==> src/rtl/imuldiv_int_div_iterative_param.sv <==
`default_nettype none
// ============================================================================
// Module   : imuldiv_int_div_iterative_param
// Brief    : Width-generic iterative restoring divider (one step per cycle),
//            signed/unsigned, RISC-V divide-by-zero, registered val/rdy response.
// Revision : 1.0 - initial release
// ============================================================================
module imuldiv_int_div_iterative_param #(
    parameter int WIDTH = 32,
    parameter int CW    = $clog2(WIDTH)
) (
    input  logic                 clk,
    input  logic                 reset,
    input  logic                 divreq_msg_fn,
    input  logic [WIDTH-1:0]     divreq_msg_a,
    input  logic [WIDTH-1:0]     divreq_msg_b,
    input  logic                 divreq_val,
    output logic                 divreq_rdy,
    output logic [2*WIDTH-1:0]   divresp_msg_result,
    output logic                 divresp_val,
    input  logic                 divresp_rdy,
    output logic                 busy
);

    typedef enum logic [1:0] {
        S_IDLE = 2'd0,
        S_CALC = 2'd1,
        S_DONE = 2'd2
    } state_t;

    localparam logic [CW-1:0] c_cnt_init = CW'(WIDTH - 1);

    state_t               r_state;
    logic                 r_fn;
    logic                 r_q_sign;
    logic                 r_r_sign;
    logic [2*WIDTH:0]     r_work;
    logic [2*WIDTH:0]     r_divisor;
    logic [CW-1:0]        r_counter;
    logic [2*WIDTH-1:0]   r_result;

    logic                 w_req_fire;
    logic [WIDTH-1:0]     w_a_mag;
    logic [WIDTH-1:0]     w_b_mag;
    logic                 w_b_zero;
    logic [2*WIDTH:0]     w_shifted;
    logic [2*WIDTH:0]     w_diff;
    logic [2*WIDTH:0]     w_work_next;
    logic [WIDTH-1:0]     w_quot;
    logic [WIDTH-1:0]     w_rem;
    logic [WIDTH-1:0]     w_quot_fix;
    logic [WIDTH-1:0]     w_rem_fix;
    logic                 w_unused;

    // A response being consumed frees the unit for a new request in the same cycle
    assign divreq_rdy         = (r_state == S_IDLE) | ((r_state == S_DONE) & divresp_rdy);
    assign divresp_val        = (r_state == S_DONE);
    assign busy               = (r_state == S_CALC);
    assign divresp_msg_result = r_result;

    assign w_req_fire = divreq_val & divreq_rdy;
    assign w_a_mag    = (divreq_msg_fn & divreq_msg_a[WIDTH-1]) ? -divreq_msg_a : divreq_msg_a;
    assign w_b_mag    = (divreq_msg_fn & divreq_msg_b[WIDTH-1]) ? -divreq_msg_b : divreq_msg_b;
    assign w_b_zero   = (divreq_msg_b == '0);

    assign w_shifted   = r_work << 1;
    assign w_diff      = w_shifted - r_divisor;
    assign w_work_next = w_diff[2*WIDTH] ? w_shifted : {w_diff[2*WIDTH:1], 1'b1};

    assign w_quot     = w_work_next[WIDTH-1:0];
    assign w_rem      = w_work_next[2*WIDTH-1:WIDTH];
    assign w_quot_fix = (r_fn & r_q_sign) ? -w_quot : w_quot;
    assign w_rem_fix  = (r_fn & r_r_sign) ? -w_rem  : w_rem;

    // Top work bit is always zero after a restore; diff LSB is replaced by the quotient bit
    assign w_unused = ^{r_work[2*WIDTH], w_work_next[2*WIDTH], w_diff[0]};

    always_ff @(posedge clk or posedge reset) begin
        if (reset) begin
            r_state   <= S_IDLE;
            r_fn      <= 1'b0;
            r_q_sign  <= 1'b0;
            r_r_sign  <= 1'b0;
            r_work    <= '0;
            r_divisor <= '0;
            r_counter <= c_cnt_init;
            r_result  <= '0;
        end else if (w_req_fire) begin
            r_fn      <= divreq_msg_fn;
            r_q_sign  <= divreq_msg_a[WIDTH-1] ^ divreq_msg_b[WIDTH-1];
            r_r_sign  <= divreq_msg_a[WIDTH-1];
            r_work    <= {{(WIDTH+1){1'b0}}, w_a_mag};
            r_divisor <= {1'b0, w_b_mag, {WIDTH{1'b0}}};
            r_counter <= c_cnt_init;
            if (w_b_zero) begin
                r_state  <= S_DONE;
                r_result <= {divreq_msg_a, {WIDTH{1'b1}}};
            end else begin
                r_state  <= S_CALC;
            end
        end else begin
            case (r_state)
                S_CALC: begin
                    r_work <= w_work_next;
                    if (r_counter == '0) begin
                        r_state  <= S_DONE;
                        r_result <= {w_rem_fix, w_quot_fix};
                    end else begin
                        r_counter <= r_counter - 1'b1;
                    end
                end
                S_DONE: begin
                    if (divresp_rdy) begin
                        r_state <= S_IDLE;
                    end
                end
                default: begin
                    r_state <= S_IDLE;
                end
            endcase
        end
    end

endmodule
`default_nettype wire

==> config.mk <==
export PLATFORM = sky130hd
export DESIGN_NAME = imuldiv_int_div_iterative_param
export DESIGN_NICKNAME = d
export VERILOG_FILES = /design/src/rtl/imuldiv_int_div_iterative_param.sv
export SDC_FILE = /design/constraint.sdc
export NUM_CORES = 1
export LEC_CHECK = 0
export ABC_CLOCK_PERIOD_IN_PS = 6840
export CORE_AREA = 3 3 208 210
export DETAILED_ROUTE_END_ITERATION = 16
export DIE_AREA = 0 0 211 213
export DONT_BUFFER_PORTS = 1
export GPL_ROUTABILITY_DRIVEN = 0
export HOLD_SLACK_MARGIN = 0.1
export PLACE_DENSITY_LB_ADDON = 0.12
export SLEW_MARGIN = 5
export SYNTH_ARGS = -nofsm -noshare
export SYNTH_HDL_FRONTEND = slang
export SYNTH_SLANG_ARGS = --single-unit
export TNS_END_PERCENT = 1
==> constraint.sdc <==
create_clock -name clk -period 6.84 [get_ports clk]
set_input_delay 1.368 -clock clk [delete_from_list [all_inputs] [get_ports clk]]
set_output_delay 1.368 -clock clk [all_outputs]
set_load 0.1 [all_outputs]
==> results.txt <==
The flow ran to the end, and the final reports show no timing, DRC or antenna violations. STA puts the critical path data arrival time at 5590 ps. The logs give 136 for the number of top-level pins and 1,498 for the synthesized netlist cell count. The number of stages on the worst hold path works out to 2. The net count of the mapped netlist is 1,606, and the transition at the pin with the smallest max-transition slack is 1280 ps. The largest fanout on the critical path was 7; the effective utilization at floorplan was 29.7%. The min-delay analysis places its worst path in the category register to register. The logs give 0 for the number of max-slew violations in the final report and 460 ps for the insertion delay to the later sink of the worst-skew pair. The residual DRC count was 0; the overall via count from detail_route was 10.6k. For the post-route non-filler standard cell count, the log shows 1,997. The tools report the number of setup buffers added after CTS as 0. The logs give 0 for the remaining global-route overflow and 39,800 um for the aggregate routed wire length.

Global routing used 17.7% of the available tracks across all layers. Measured along the y axis, the die boundary spans 213 um. The count of endpoints failing hold in the final timing report is 0. The sink count of the clock tree is 170.

Setup repair after global routing left no endpoint under its margin. The clock-pin slew on the worst setup and hold paths came out at 70 ps. The required arrival time at the worst endpoint was 7230 ps; the flip-flop and latch count after synthesis was 170. After detailed placement, the design holds a cell count of 1,965. After routing, the total negative slack on setup checks comes to 0 ps. At the end of the flow, the number of nets in the layout was 1,553. Quantity of I/O buffers inserted on ports: 0.

For the maximum buffer depth of the clock tree, the log shows 2. The initialized floorplan defines 75 standard-cell rows. The synthesized area per cell was 8.27 um2. Buffers inserted during clock tree synthesis total 17.

In this run the remaining antenna-violating nets after routing total 0. The startpoint identified for the worst hold timing path is r_divisor[44]. The first global-routing pass estimated 62,400 um of wire.

Cells with a size suffix above 1 make up 7.48% of the layout. The launch instance of the worst register-to-register path is r_work[31]. For this design, the CTS-stage hold fixing added 0 buffers. The worst setup path is captured at a register. After detailed routing, the average wire length per cell comes to 19.9 um.

The number of global-route vias before repair was 10.4k. The area growth from synthesis to layout came out at 7.84%. The commonest non-fill, non-tap cell in the layout was sky130_fd_sc_hd__dfrtp_1. The most critical setup path has its startpoint at r_work[31]. The quantity of gates resized following cts was 0. The run gives 12,400 um2 as the post-synthesis cell area.

The core region is 41,800 um2. The worst setup path is launched from a register. Share of the yosys chip area belonging to registers: 34.4%. The top cell types in the final layout, fill and taps aside, are sky130_fd_sc_hd__dfrtp_1 (165), sky130_fd_sc_hd__o21ai_0 (153), sky130_fd_sc_hd__nand2_1 (144).

The HPWL after detailed placement is 30,300 um. X dimension of the die: 211 um. The share of async-settable or async-resettable flops after synthesis came out at 100%. After the first detailed-routing iteration, the DRC count stood at 765. TritonCTS built the clock tree. Of the available clock period, the critical path in the final layout requires 76.2%. The tools report the largest net degree at the start of global routing as 104.

0 antenna diodes ended up in the layout. The number of warnings issued by yosys was 0; the unique cell type count in the Yosys netlist was 95. OpenSTA, run right after detailed placement, puts the worst setup slack at 1680 ps. Before antenna repair, the detailed router went through 5 iterations.

Yosys mapped a number of flops with a built-in enable equal to 0. The path type of the worst setup path was register to register. The run gives 4 as the count of H-tree levels built during CTS.

The run gives 12.7% as the relative slew slack. The tree is rooted in a sky130_fd_sc_hd__clkbuf_16. For the max capacitance violation total, the log shows 0. After routing the design area is 13,400 um2. The worst path needs 5210 ps of the cycle, external delays included. Across all setup checks in the final design, the least slack found is 1630 ps.

Setup violations remaining at the end of the flow were counted as 0. Most used flip-flop cell after synthesis: sky130_fd_sc_hd__dfrtp_1. The tools report the timing-limited maximum frequency as 0.192 GHz.

For the final database, setup skew stands at 14.7 ps. The initial antenna violation count is 1. The placed instances occupy a cell area of 12,800 um2. The die covers 44,900 um2. The cell depth of the worst flop-to-flop path came out at 21. After detailed routing, the number of vias per cell comes to 5.32.
[synth_stat cells, types with 11 or more instances]
library cell	number	share of area, %
sky130_fd_sc_hd__dfrtp_1	165	33
sky130_fd_sc_hd__o21ai_0	153	6.2
sky130_fd_sc_hd__nand2_1	146	4.4
sky130_fd_sc_hd__nor2_1	134	4.1
sky130_fd_sc_hd__a21oi_1	122	4.9
sky130_fd_sc_hd__xor2_1	78	5.5
sky130_fd_sc_hd__xnor2_1	67	4.7
sky130_fd_sc_hd__inv_1	57	1.7
sky130_fd_sc_hd__clkbuf_1	54	1.6
sky130_fd_sc_hd__nand3_1	53	2.1
sky130_fd_sc_hd__ha_1	38	3.8
sky130_fd_sc_hd__mux2i_1	31	2.5
sky130_fd_sc_hd__a22oi_1	28	1.7
sky130_fd_sc_hd__nor3_1	25	1.0
sky130_fd_sc_hd__a31oi_1	24	1.2
sky130_fd_sc_hd__o31ai_1	24	1.5
sky130_fd_sc_hd__a21o_1	21	1.3
sky130_fd_sc_hd__buf_2	19	0.77
sky130_fd_sc_hd__nor4_1	18	0.91
sky130_fd_sc_hd__nand4_1	17	0.86
sky130_fd_sc_hd__and3_1	15	0.76
sky130_fd_sc_hd__o211ai_1	11	0.67
sky130_fd_sc_hd__or3_1	11	0.56
[flip-flops by register name, indices dropped and copies added, names as in the netlist]
| name | flops |
|---|---|
| r_q_sign | 1 |
| divresp_msg_result | 64 |
| r_r_sign | 1 |
| r_divisor | 32 |
| r_counter | 5 |
| r_fn | 1 |
| r_work | 64 |
| r_state | 2 |
[stage by stage]
stage	util (%)	hold slack (ps)
2_1_floorplan	-	450
3_3_place_gp	30.6	462
3_5_place_dp	30.6	472
4_1_cts	32.0	489
5_1_grt	32.0	513
6_report	32.0	478
[per-layer routing]
layer / vias to the layer above / global-route usage, % / routed length [um]
met5: - / 0 / 0
met4: 0 / 3.95 / 500
met2: 232 / 28.5 / 18200
met3: 33 / 3.38 / 1950
li1: 5290 / - / -
met1: 5071 / 24.9 / 19200
[worst paths after layout]
| check | slack, ps | to |
|---|---|---|
| min in group asynchronous | 980 | divresp_msg_result[36] |
| worst min register to register | 480 | r_divisor[44] |
| worst max-delay path | 1630 | divresp_msg_result[56] |
| worst min-delay path | 480 | r_divisor[44] |
| max in group asynchronous | 4410 | r_work[29] |
| worst max register to register | 1630 | divresp_msg_result[56] |
[cell families after synthesis]
family,count (synthesis),share of synthesized area (%)
adders and majority gates,39,4.00
DFF,170,34.4
and+or+nand+nor,490,19.4
AOI/OAI and AO/OA,479,24.5
buffers and inverters,144,5.01
muxes,31,2.50
xor gates and xnor gates,145,10.2
[critical path, stage by stage (launching register included)]
cell                       delay [ps]
sky130_fd_sc_hd__dfrtp_1          400
sky130_fd_sc_hd__inv_1             80
sky130_fd_sc_hd__ha_1             180
sky130_fd_sc_hd__inv_1             70
sky130_fd_sc_hd__fa_1             410
sky130_fd_sc_hd__a211oi_2         310
sky130_fd_sc_hd__o211ai_1         170
sky130_fd_sc_hd__nand2_2          170
sky130_fd_sc_hd__a211oi_2         120
sky130_fd_sc_hd__o31a_2           380
sky130_fd_sc_hd__nor2_4           140
sky130_fd_sc_hd__inv_2             70
sky130_fd_sc_hd__a21oi_1          270
sky130_fd_sc_hd__ha_1             270
sky130_fd_sc_hd__nand2_1           80
sky130_fd_sc_hd__or4_1            540
sky130_fd_sc_hd__nor3b_1          200
sky130_fd_sc_hd__mux2i_1          180
sky130_fd_sc_hd__o21ai_1          330
sky130_fd_sc_hd__o21ai_0          170
sky130_fd_sc_hd__or4_1            500
sky130_fd_sc_hd__nand3_1          100
[area by class of cell]
cell class / count / area, um2
clock inverters: 14 / 129
fillers: 4376 / 28400
well taps: 539 / 674
repair buffers: 14 / 105
multi-input cells: 1184 / 7540
inverters: 58 / 223
flip-flops and latches: 170 / 4260
clock buffers: 18 / 439
Power is not shown: default switching activity piles up to over one toggle a cycle in this logic, so the estimate is an artifact.
